==> src/rtl/flex_adder_pkg.sv <==
// Shared types and sizing helpers for the multi-cycle serial adder.
package flex_adder_pkg;

  typedef enum logic [1:0] {
    IDLE = 2'd0,
    ADD  = 2'd1,
    DONE = 2'd2
  } state_t;

  // Number of slices needed to cover the full operand width.
  function automatic int calc_num_slices(input int num_bits, input int slice_bits);
    return num_bits / slice_bits;
  endfunction

  // Slice index width; a single-slice build still needs a one-bit counter.
  function automatic int calc_idx_width(input int num_slices);
    return (num_slices > 1) ? $clog2(num_slices) : 1;
  endfunction

endpackage

==> src/rtl/adder_nbit.sv <==
// Combinational N-bit ripple adder with carry-in; overflow is the carry out of the MSB.
module adder_nbit #(
  parameter int N = 4
) (
  input  logic [N-1:0] a,
  input  logic [N-1:0] b,
  input  logic         carry_in,
  output logic [N-1:0] sum,
  output logic         overflow
);

  assign {overflow, sum} = {1'b0, a} + {1'b0, b} + {{N{1'b0}}, carry_in};

endmodule

==> src/rtl/flex_serial_adder.sv <==
// Multi-cycle adder: adds SLICE_BITS per clock from the LSB slice upward,
// carrying between slices through a register, with a start/busy/done handshake.
module flex_serial_adder
  import flex_adder_pkg::*;
#(
  parameter int NUM_BITS   = 16,
  parameter int SLICE_BITS = 4
) (
  input  logic                clk,
  input  logic                n_rst,
  input  logic                start,
  input  logic [NUM_BITS-1:0] a,
  input  logic [NUM_BITS-1:0] b,
  input  logic                carry_in,
  output logic                busy,
  output logic                done,
  output logic [NUM_BITS-1:0] sum,
  output logic                overflow
);

  localparam int NUM_SLICES = calc_num_slices(NUM_BITS, SLICE_BITS);
  localparam int IDX_W      = calc_idx_width(NUM_SLICES);

  localparam logic [IDX_W-1:0]    LAST_IDX   = IDX_W'(NUM_SLICES - 1);
  localparam logic [NUM_BITS-1:0] SLICE_MASK = NUM_BITS'({SLICE_BITS{1'b1}});

  state_t              state_q, state_d;
  logic [NUM_BITS-1:0] a_q, a_d;
  logic [NUM_BITS-1:0] b_q, b_d;
  logic                carry_q, carry_d;
  logic [NUM_BITS-1:0] work_q, work_d;
  logic [IDX_W-1:0]    idx_q, idx_d;
  logic [NUM_BITS-1:0] sum_q, sum_d;
  logic                overflow_q, overflow_d;

  int                    slice_lsb;
  logic [NUM_BITS-1:0]   a_shift;
  logic [NUM_BITS-1:0]   b_shift;
  logic [SLICE_BITS-1:0] slice_a;
  logic [SLICE_BITS-1:0] slice_b;
  logic [SLICE_BITS-1:0] slice_sum;
  logic                  slice_carry;
  logic [NUM_BITS-1:0]   work_merged;

  // Select the operand slice addressed by the slice index and prepare the merged working sum.
  always_comb begin
    slice_lsb   = int'(idx_q) * SLICE_BITS;
    a_shift     = a_q >> slice_lsb;
    b_shift     = b_q >> slice_lsb;
    slice_a     = a_shift[SLICE_BITS-1:0];
    slice_b     = b_shift[SLICE_BITS-1:0];
    work_merged = (work_q & ~(SLICE_MASK << slice_lsb)) | (NUM_BITS'(slice_sum) << slice_lsb);
  end

  adder_nbit #(
    .N(SLICE_BITS)
  ) u_slice_adder (
    .a        (slice_a),
    .b        (slice_b),
    .carry_in (carry_q),
    .sum      (slice_sum),
    .overflow (slice_carry)
  );

  // Next-state logic: accept operands in IDLE/DONE, walk the slices in ADD, publish on the last slice.
  always_comb begin
    state_d    = state_q;
    a_d        = a_q;
    b_d        = b_q;
    carry_d    = carry_q;
    work_d     = work_q;
    idx_d      = idx_q;
    sum_d      = sum_q;
    overflow_d = overflow_q;

    case (state_q)
      IDLE, DONE: begin
        if (start) begin
          a_d     = a;
          b_d     = b;
          carry_d = carry_in;
          work_d  = '0;
          idx_d   = '0;
          state_d = ADD;
        end else begin
          state_d = IDLE;
        end
      end
      ADD: begin
        work_d  = work_merged;
        carry_d = slice_carry;
        if (idx_q == LAST_IDX) begin
          sum_d      = work_merged;
          overflow_d = slice_carry;
          idx_d      = '0;
          state_d    = DONE;
        end else begin
          idx_d = idx_q + 1'b1;
        end
      end
      default: begin
        state_d = IDLE;
      end
    endcase
  end

  // State, working and result registers; reset aborts any operation in flight.
  always_ff @(posedge clk or negedge n_rst) begin
    if (!n_rst) begin
      state_q    <= IDLE;
      a_q        <= '0;
      b_q        <= '0;
      carry_q    <= 1'b0;
      work_q     <= '0;
      idx_q      <= '0;
      sum_q      <= '0;
      overflow_q <= 1'b0;
    end else begin
      state_q    <= state_d;
      a_q        <= a_d;
      b_q        <= b_d;
      carry_q    <= carry_d;
      work_q     <= work_d;
      idx_q      <= idx_d;
      sum_q      <= sum_d;
      overflow_q <= overflow_d;
    end
  end

  assign busy     = (state_q == ADD);
  assign done     = (state_q == DONE);
  assign sum      = sum_q;
  assign overflow = overflow_q;

endmodule

==> config.mk <==
export PLATFORM = sky130hd
export DESIGN_NAME = flex_serial_adder
export DESIGN_NICKNAME = d
export VERILOG_FILES = /design/src/rtl/flex_adder_pkg.sv /design/src/rtl/adder_nbit.sv /design/src/rtl/flex_serial_adder.sv
export SDC_FILE = /design/constraint.sdc
export NUM_CORES = 1
export LEC_CHECK = 0
export BUFFER_PORTS_ARGS = -buffer_cell sky130_fd_sc_hd__buf_2
export CAP_MARGIN = 20
export CORE_ASPECT_RATIO = 0.8
export CORE_UTILIZATION = 45
export CTS_CLUSTER_SIZE = 14
export DETAILED_ROUTE_END_ITERATION = 8
export PLACE_DENSITY = 0.65
export SYNTH_ARGS = -nofsm -noshare
export SYNTH_HDL_FRONTEND = slang
export SYNTH_HIERARCHICAL = 1
export SYNTH_SLANG_ARGS = --single-unit
==> constraint.sdc <==
create_clock -name clk -period 3.39 [get_ports clk]
set_input_delay 0.1695 -clock clk [delete_from_list [all_inputs] [get_ports clk]]
set_output_delay 0.1695 -clock clk [all_outputs]
set_load 0.03 [all_outputs]
==> results of run 1 <==
flip-flops by register name, summed over array words and instances, names as in the netlist:
signal,count
work_q,12
sum,16
carry_q,1
state_q,2
overflow,1
a_q,16
idx_q,2
b_q,16
cell usage after synthesis (all sizes together):
library cell	number	area [µm²]
nand2	115	431.7
dfrtp	66	1652
o21ai	18	90.09
nor2b	17	106.4
a21oi	16	95.09
buf	13	83.83
a22o	12	105.1
inv	8	32.54
mux4	8	180.2
clkbuf	7	26.28
ha	7	87.58
nand3	5	25.02
nand2b	3	18.77
nor3	3	30.03
fa	2	40.04
nor2	2	7.510
o31ai	2	15.01
xnor2	2	17.52
a21o	1	7.510
a31oi	1	6.260
mux2	1	11.26
nand3b	1	7.510
report_power, final:
group / switching (mW) / total, mW / internal, mW
clock: 0.284 / 0.608 / 0.324
combinational: 1.33 / 2.15 / 0.819
sequential: 0.214 / 1.34 / 1.13
worst paths after layout:
path	startpoint	end	slack, ns	depth (start not counted)
worst max register to register	idx_q[0]	sum[3]	0.72	8
worst max-delay path	idx_q[0]	sum[3]	0.72	8
worst min register to register	b_q[14]	b_q[14]	0.47	2
worst min-delay path	n_rst	b_q[9]	-0.02	1
min in group clk	a[7]	a_q[7]	0.01	3
max in group asynchronous	n_rst	a_q[12]	2.55	2
worst max-delay path, delay by kind of cell (launching register included):
family	cells	cell delay, ns
compound gates	4	0.53
xor+xnor	1	0.54
fa+ha+maj	1	0.29
buf+inv	1	0.23
flops	1	0.44
mux	1	0.53
per-stage QoR:
step	util, %	std cells	power [mW]	instance area, µm²
floorplan	-	310	2.993	3077
global placement	52.21	435	3.472	3397
detailed placement	52.21	435	3.517	3397
CTS	55.02	451	4.145	3580
global route	55.02	451	4.463	3580
finish	55.02	451	4.105	3580
area by class of cell:
| class | instances | share of cell area (%) |
|---|---|---|
| tap | 84 | 2.936 |
| sequential | 66 | 46.14 |
| timing repair buffer | 61 | 9.018 |
| multi-input combinational | 216 | 35.90 |
| inverter | 8 | 0.9088 |
| clock inverter | 2 | 0.2796 |
| clock buffer | 14 | 4.824 |
kinds of logic (layout without fill, tap and decap cells):
| logic type | count (synthesis) | in the layout | share of synthesized area (%) |
|---|---|---|---|
| AND/OR/NAND/NOR | 146 | 146 | 20.37 |
| flip-flops | 66 | 66 | 53.68 |
| AO/OA/AOI/OAI | 50 | 50 | 10.37 |
| buffers and inverters | 28 | 85 | 4.636 |
| adder cells (fa/ha/maj) | 9 | 9 | 4.148 |
| multiplexers | 9 | 9 | 6.222 |
| XOR/XNOR | 2 | 2 | 0.5694 |
layer usage:
metal | vias to the layer above | global-route usage, %
met5 | - | 0
met4 | 0 | 4.615
met3 | 7 | 7.129
met2 | 44 | 29.13
met1 | 1073 | 31.39
li1 | 1122 | -
==> out/results.ini, run 1 <==
[cells_and_area]
drive_above_1_share_pct=25.34
layout_commonest_cell=nand2_1
n_fill_cell=609
multi_input_area_mm2=0.001285
layout_common_cells=nand2_1, dfrtp_1, buf_2
seqCellArea_mm2=0.001652
area_growth_pct=16.35
diodes=0
num-nets-final=407

[clock_tree]
cts_resized=0
postCtsHoldBufs=0
cts_sinks=66
htreeDepth=3
cts_max_path_buffers=2
postCtsSetupRepairBufs=0
cts_tree=done
cts_made_buffers=9
clkTransAtPathRegs_ns=0.08
ctsRootBufferMaster=clkbuf_8
insertion_delay_ns=0.34

[detailed_routing]
vias_per_cell=4.980
avgRoutedWirePerCell_um=14.31
wl_met2_um=2758
first_iter_violations=110
ant_nets=0
vias=2246
wirelength_um=6453
met3WireLength_um=278
wl_met1_um=3367
drc=0
top_layer_used=met4
dr.pass1.iters=4

[placed_design]
port_buffers=54
dpl.hpwl_um=4569
place_ws_ns=0.7336
place.gp.congestion=0.7669

[timing]
tightest_slew_ns=0.9672
hold_viol_final=18
slew_headroom_pct=35.52
skew_ns=0.01390
fin_ws_ns=0.7239
max_freq_mhz=375.1
rsz0062_at_grt=false
setup-violations-final=0
setup_tns_ns=0
drv_slew=0
finalCritPeriodShare_pct=78.65
min_period_ns=2.666
hold_slack_ns=-0.02042

[yosys]
syn_nets=355
yosys_warnings=6
syn_area_mm2=0.003077
ys_seq_area_share_pct=53.68
ys_ff_latch=66
synth.distinct_cells=26
syn_avg_cell_area_um2=9.925
syn_inst=310

[die]
die-height_um=75.96
core_mm2=0.006506
fp-row-count=26
die_x_um=94.45
start_util_pct=47.29
dieArea_mm2=0.007174
io_pins=55

[setup_path]
path_cells=buf_4 > mux4_2 > ha_1 > a21o_1 > a21oi_2 > xnor2_1 > a21oi_1 > o21ai_0
cp_max_fo=12
crit_path_end_kind=flop
slowest_stage=xnor2_1
crit_arrival_ns=2.91
required_ns=3.64
setup.worst_path.start_class=flop
critPathKind=reg -> reg
cpPeakStageDelay_ns=0.54

[job]
maxCapViolCount=0

[grt]
grt_pass1_vias=2297
grtUsageTotal_pct=20.89
grt_max_degree=45
grt_pass1_wl_um=11230
antenna_found_initial=0
gr-total-overflow=0

[status]
status=finished, violations left
violations=negative hold slack

[hold_path]
hp-class=in -> async

[pwr]
vdd_ir_drop_max_mv=0.5159
p_per_area_mw_per_mm2=1147
power.leakage_nw=1.854

Note: power is estimated with default switching activity, not from simulation.
==> run 2, diff against run 1 <==
Clock period 3.39 ns to 2.6 ns, I/O delays scaled along.
==> out/results.ini, run 2 (synthesis gave the netlist of run 1 again) <==
[grt]
grtUsageTotal_pct=21.22  ; +0.33 points
gr-total-overflow=0  ; unchanged
grt_pass1_vias=2374  ; +3.4%
grt_max_degree=35  ; -22%
grt_pass1_wl_um=11390  ; +1.4%
antenna_found_initial=0  ; unchanged

[clock_tree]
cts_tree=done
htreeDepth=3  ; unchanged
cts_made_buffers=9  ; unchanged
ctsRootBufferMaster=clkbuf_8
clkTransAtPathRegs_ns=0.07  ; about the same
insertion_delay_ns=0.35  ; about the same
cts_sinks=66  ; unchanged
cts_max_path_buffers=2  ; unchanged
postCtsSetupRepairBufs=0  ; unchanged

[timing]
drv_slew=0  ; unchanged
tightest_slew_ns=0.9622  ; -0.004990 ns
min_period_ns=2.432  ; -0.2337 ns
setup-violations-final=0  ; unchanged
slew_headroom_pct=35.85  ; +0.33 points
rsz0062_at_grt=false
hold_viol_final=0  ; -18
skew_ns=0.009727  ; -0.004177 ns
max_freq_mhz=411.1  ; +9.6%
fin_ws_ns=0.1675  ; -0.5563 ns
finalCritPeriodShare_pct=93.56  ; +15 points
setup_tns_ns=0  ; unchanged

[detailed_routing]
dr.pass1.iters=4  ; unchanged
drc=0  ; unchanged
vias=2391  ; +6.5%
first_iter_violations=95  ; -14%
wirelength_um=6727  ; +4.2%
avgRoutedWirePerCell_um=13.81  ; -3.5%
vias_per_cell=4.910  ; -1.4%
ant_nets=0  ; unchanged

[setup_path]
critPathCapture=sum[11]
cpPeakStageDelay_ns=0.53  ; about the same
crit_arrival_ns=2.69  ; -0.22 ns
cp-startpoint=idx_q[0]
slowest_stage=mux4_2
reg2reg_depth=9  ; +1
required_ns=2.86  ; -0.78 ns
rr_endpoint=sum[11]
rr_startpoint=idx_q[0]
setup.worst_path.start_class=flop
critPathKind=reg -> reg
crit_top_cell=buf_4
cp_max_fo=9  ; -3
crit_path_end_kind=flop
path_cells=buf_4 > mux4_2 > ha_1 > a21o_1 > a21oi_2 > xnor2_1 > buf_4 > a21oi_1 > o21ai_0
r2r_slack_ns=0.17  ; -0.56 ns

[die]
fp-row-count=26  ; unchanged
start_util_pct=47.29  ; unchanged
die_x_um=94.45  ; unchanged
io_pins=55  ; unchanged
dieArea_mm2=0.007174  ; unchanged
die-height_um=75.96  ; unchanged
core_mm2=0.006506  ; unchanged

[status]
status=finished clean

[pwr]
power.leakage_nw=2.018  ; +8.8%
p_total_mw=5.619  ; +37%
vdd_ir_drop_max_mv=0.6201  ; +20%
p_per_area_mw_per_mm2=1420  ; +24%

[placed_design]
place_ws_ns=0.05460  ; -0.6790 ns
port_buffers=54  ; unchanged
dpl.hpwl_um=4571  ; about the same
place.gp.congestion=0.7555  ; -1.5%
post-place-cells=440  ; +1.1%

[cells_and_area]
drive_above_1_share_pct=24.81  ; -0.53 points
layout_common_cells=nand2_1, dfrtp_1, buf_2
area_growth_pct=28.63
seqCellArea_mm2=0.001653  ; about the same
instances_no_fill=487  ; +8.0%
multi_input_area_mm2=0.001285  ; unchanged
n_fill_cell=585  ; -3.9%
num-nets-final=445  ; +9.3%
layout_commonest_cell=nand2_1
diodes=0  ; unchanged

[job]
maxCapViolCount=0  ; unchanged

[hold_path]
hp-class=in -> reg

run 2: changes by cell type in the layout (fill, tap and decap cells not counted):
cell / delta
dfrtp_2: +1
buf_4: +5
clkbuf_1: -2
dfrtp_1: -1
inv_2: +1
dlygate4sd3_1: +33
inv_1: -1
bufinv_16: +1
clkbuf_8: -1
run 2: per-layer routing:
| metal | share of wire [%] | up-vias | track usage (%) |
|---|---|---|---|
| met5 | 0 | - | 0 |
| met4 | 1.2 | 0 | 7.385 |
| met3 | 4.1 | 9 | 6.024 |
| met2 | 44 | 57 | 29.93 |
| met1 | 50 | 1130 | 31.17 |
| li1 | - | 1195 | - |
run 2: layout make-up:
type                       count  area share (%)
inverter                       8          0.8220
sequential                    66           41.76
timing repair buffer          99           17.45
clock buffer                  11           3.825
multi-input combinational    216           32.47
tap                           84           2.656
clock inverter                 3           1.012
run 2: worst max-delay path: cells and delay by family (launching register included):
kind | cells | cell delay, ns
compound gates | 4 | 0.58
mux | 1 | 0.53
flops | 1 | 0.43
buf+inv | 2 | 0.39
fa+ha+maj | 1 | 0.30
xor+xnor | 1 | 0.13
run 2: timing repair:
item,CTS,global route
gates resized for setup,0,2
hold endpoints to repair,57,0
setup endpoints to repair,0,6
hold buffers,33,0
run 2: worst min path at each step:
stage	to	depth (start not counted)	from	slack, ns
global route	carry_q	3	carry_in	0.07
global placement	b_q[11]	1	n_rst	0.17
floorplan	a_q[0]	0	n_rst	-0.17
CTS	carry_q	3	carry_in	0.04
finish	carry_q	3	carry_in	0.05
detailed placement	b_q[11]	1	n_rst	0.17
run 2: where the power goes:
part           switching, mW  leakage [nW]  internal (mW)
Combinational           1.78          1.08           1.25
Clock                  0.372         0.101          0.481
Sequential             0.263         0.840           1.48
Total                   2.42          2.02           3.20
run 2: stage by stage:
step / util, % / hold WS, ns / area, µm²
finish: 60.83 / 0.05362 / 3958
global route: 60.83 / 0.06577 / 3958
CTS: 60.81 / 0.04299 / 3956
detailed placement: 52.79 / 0.1704 / 3435
global placement: 52.79 / 0.1696 / 3435
floorplan: - / -0.1656 / 3077
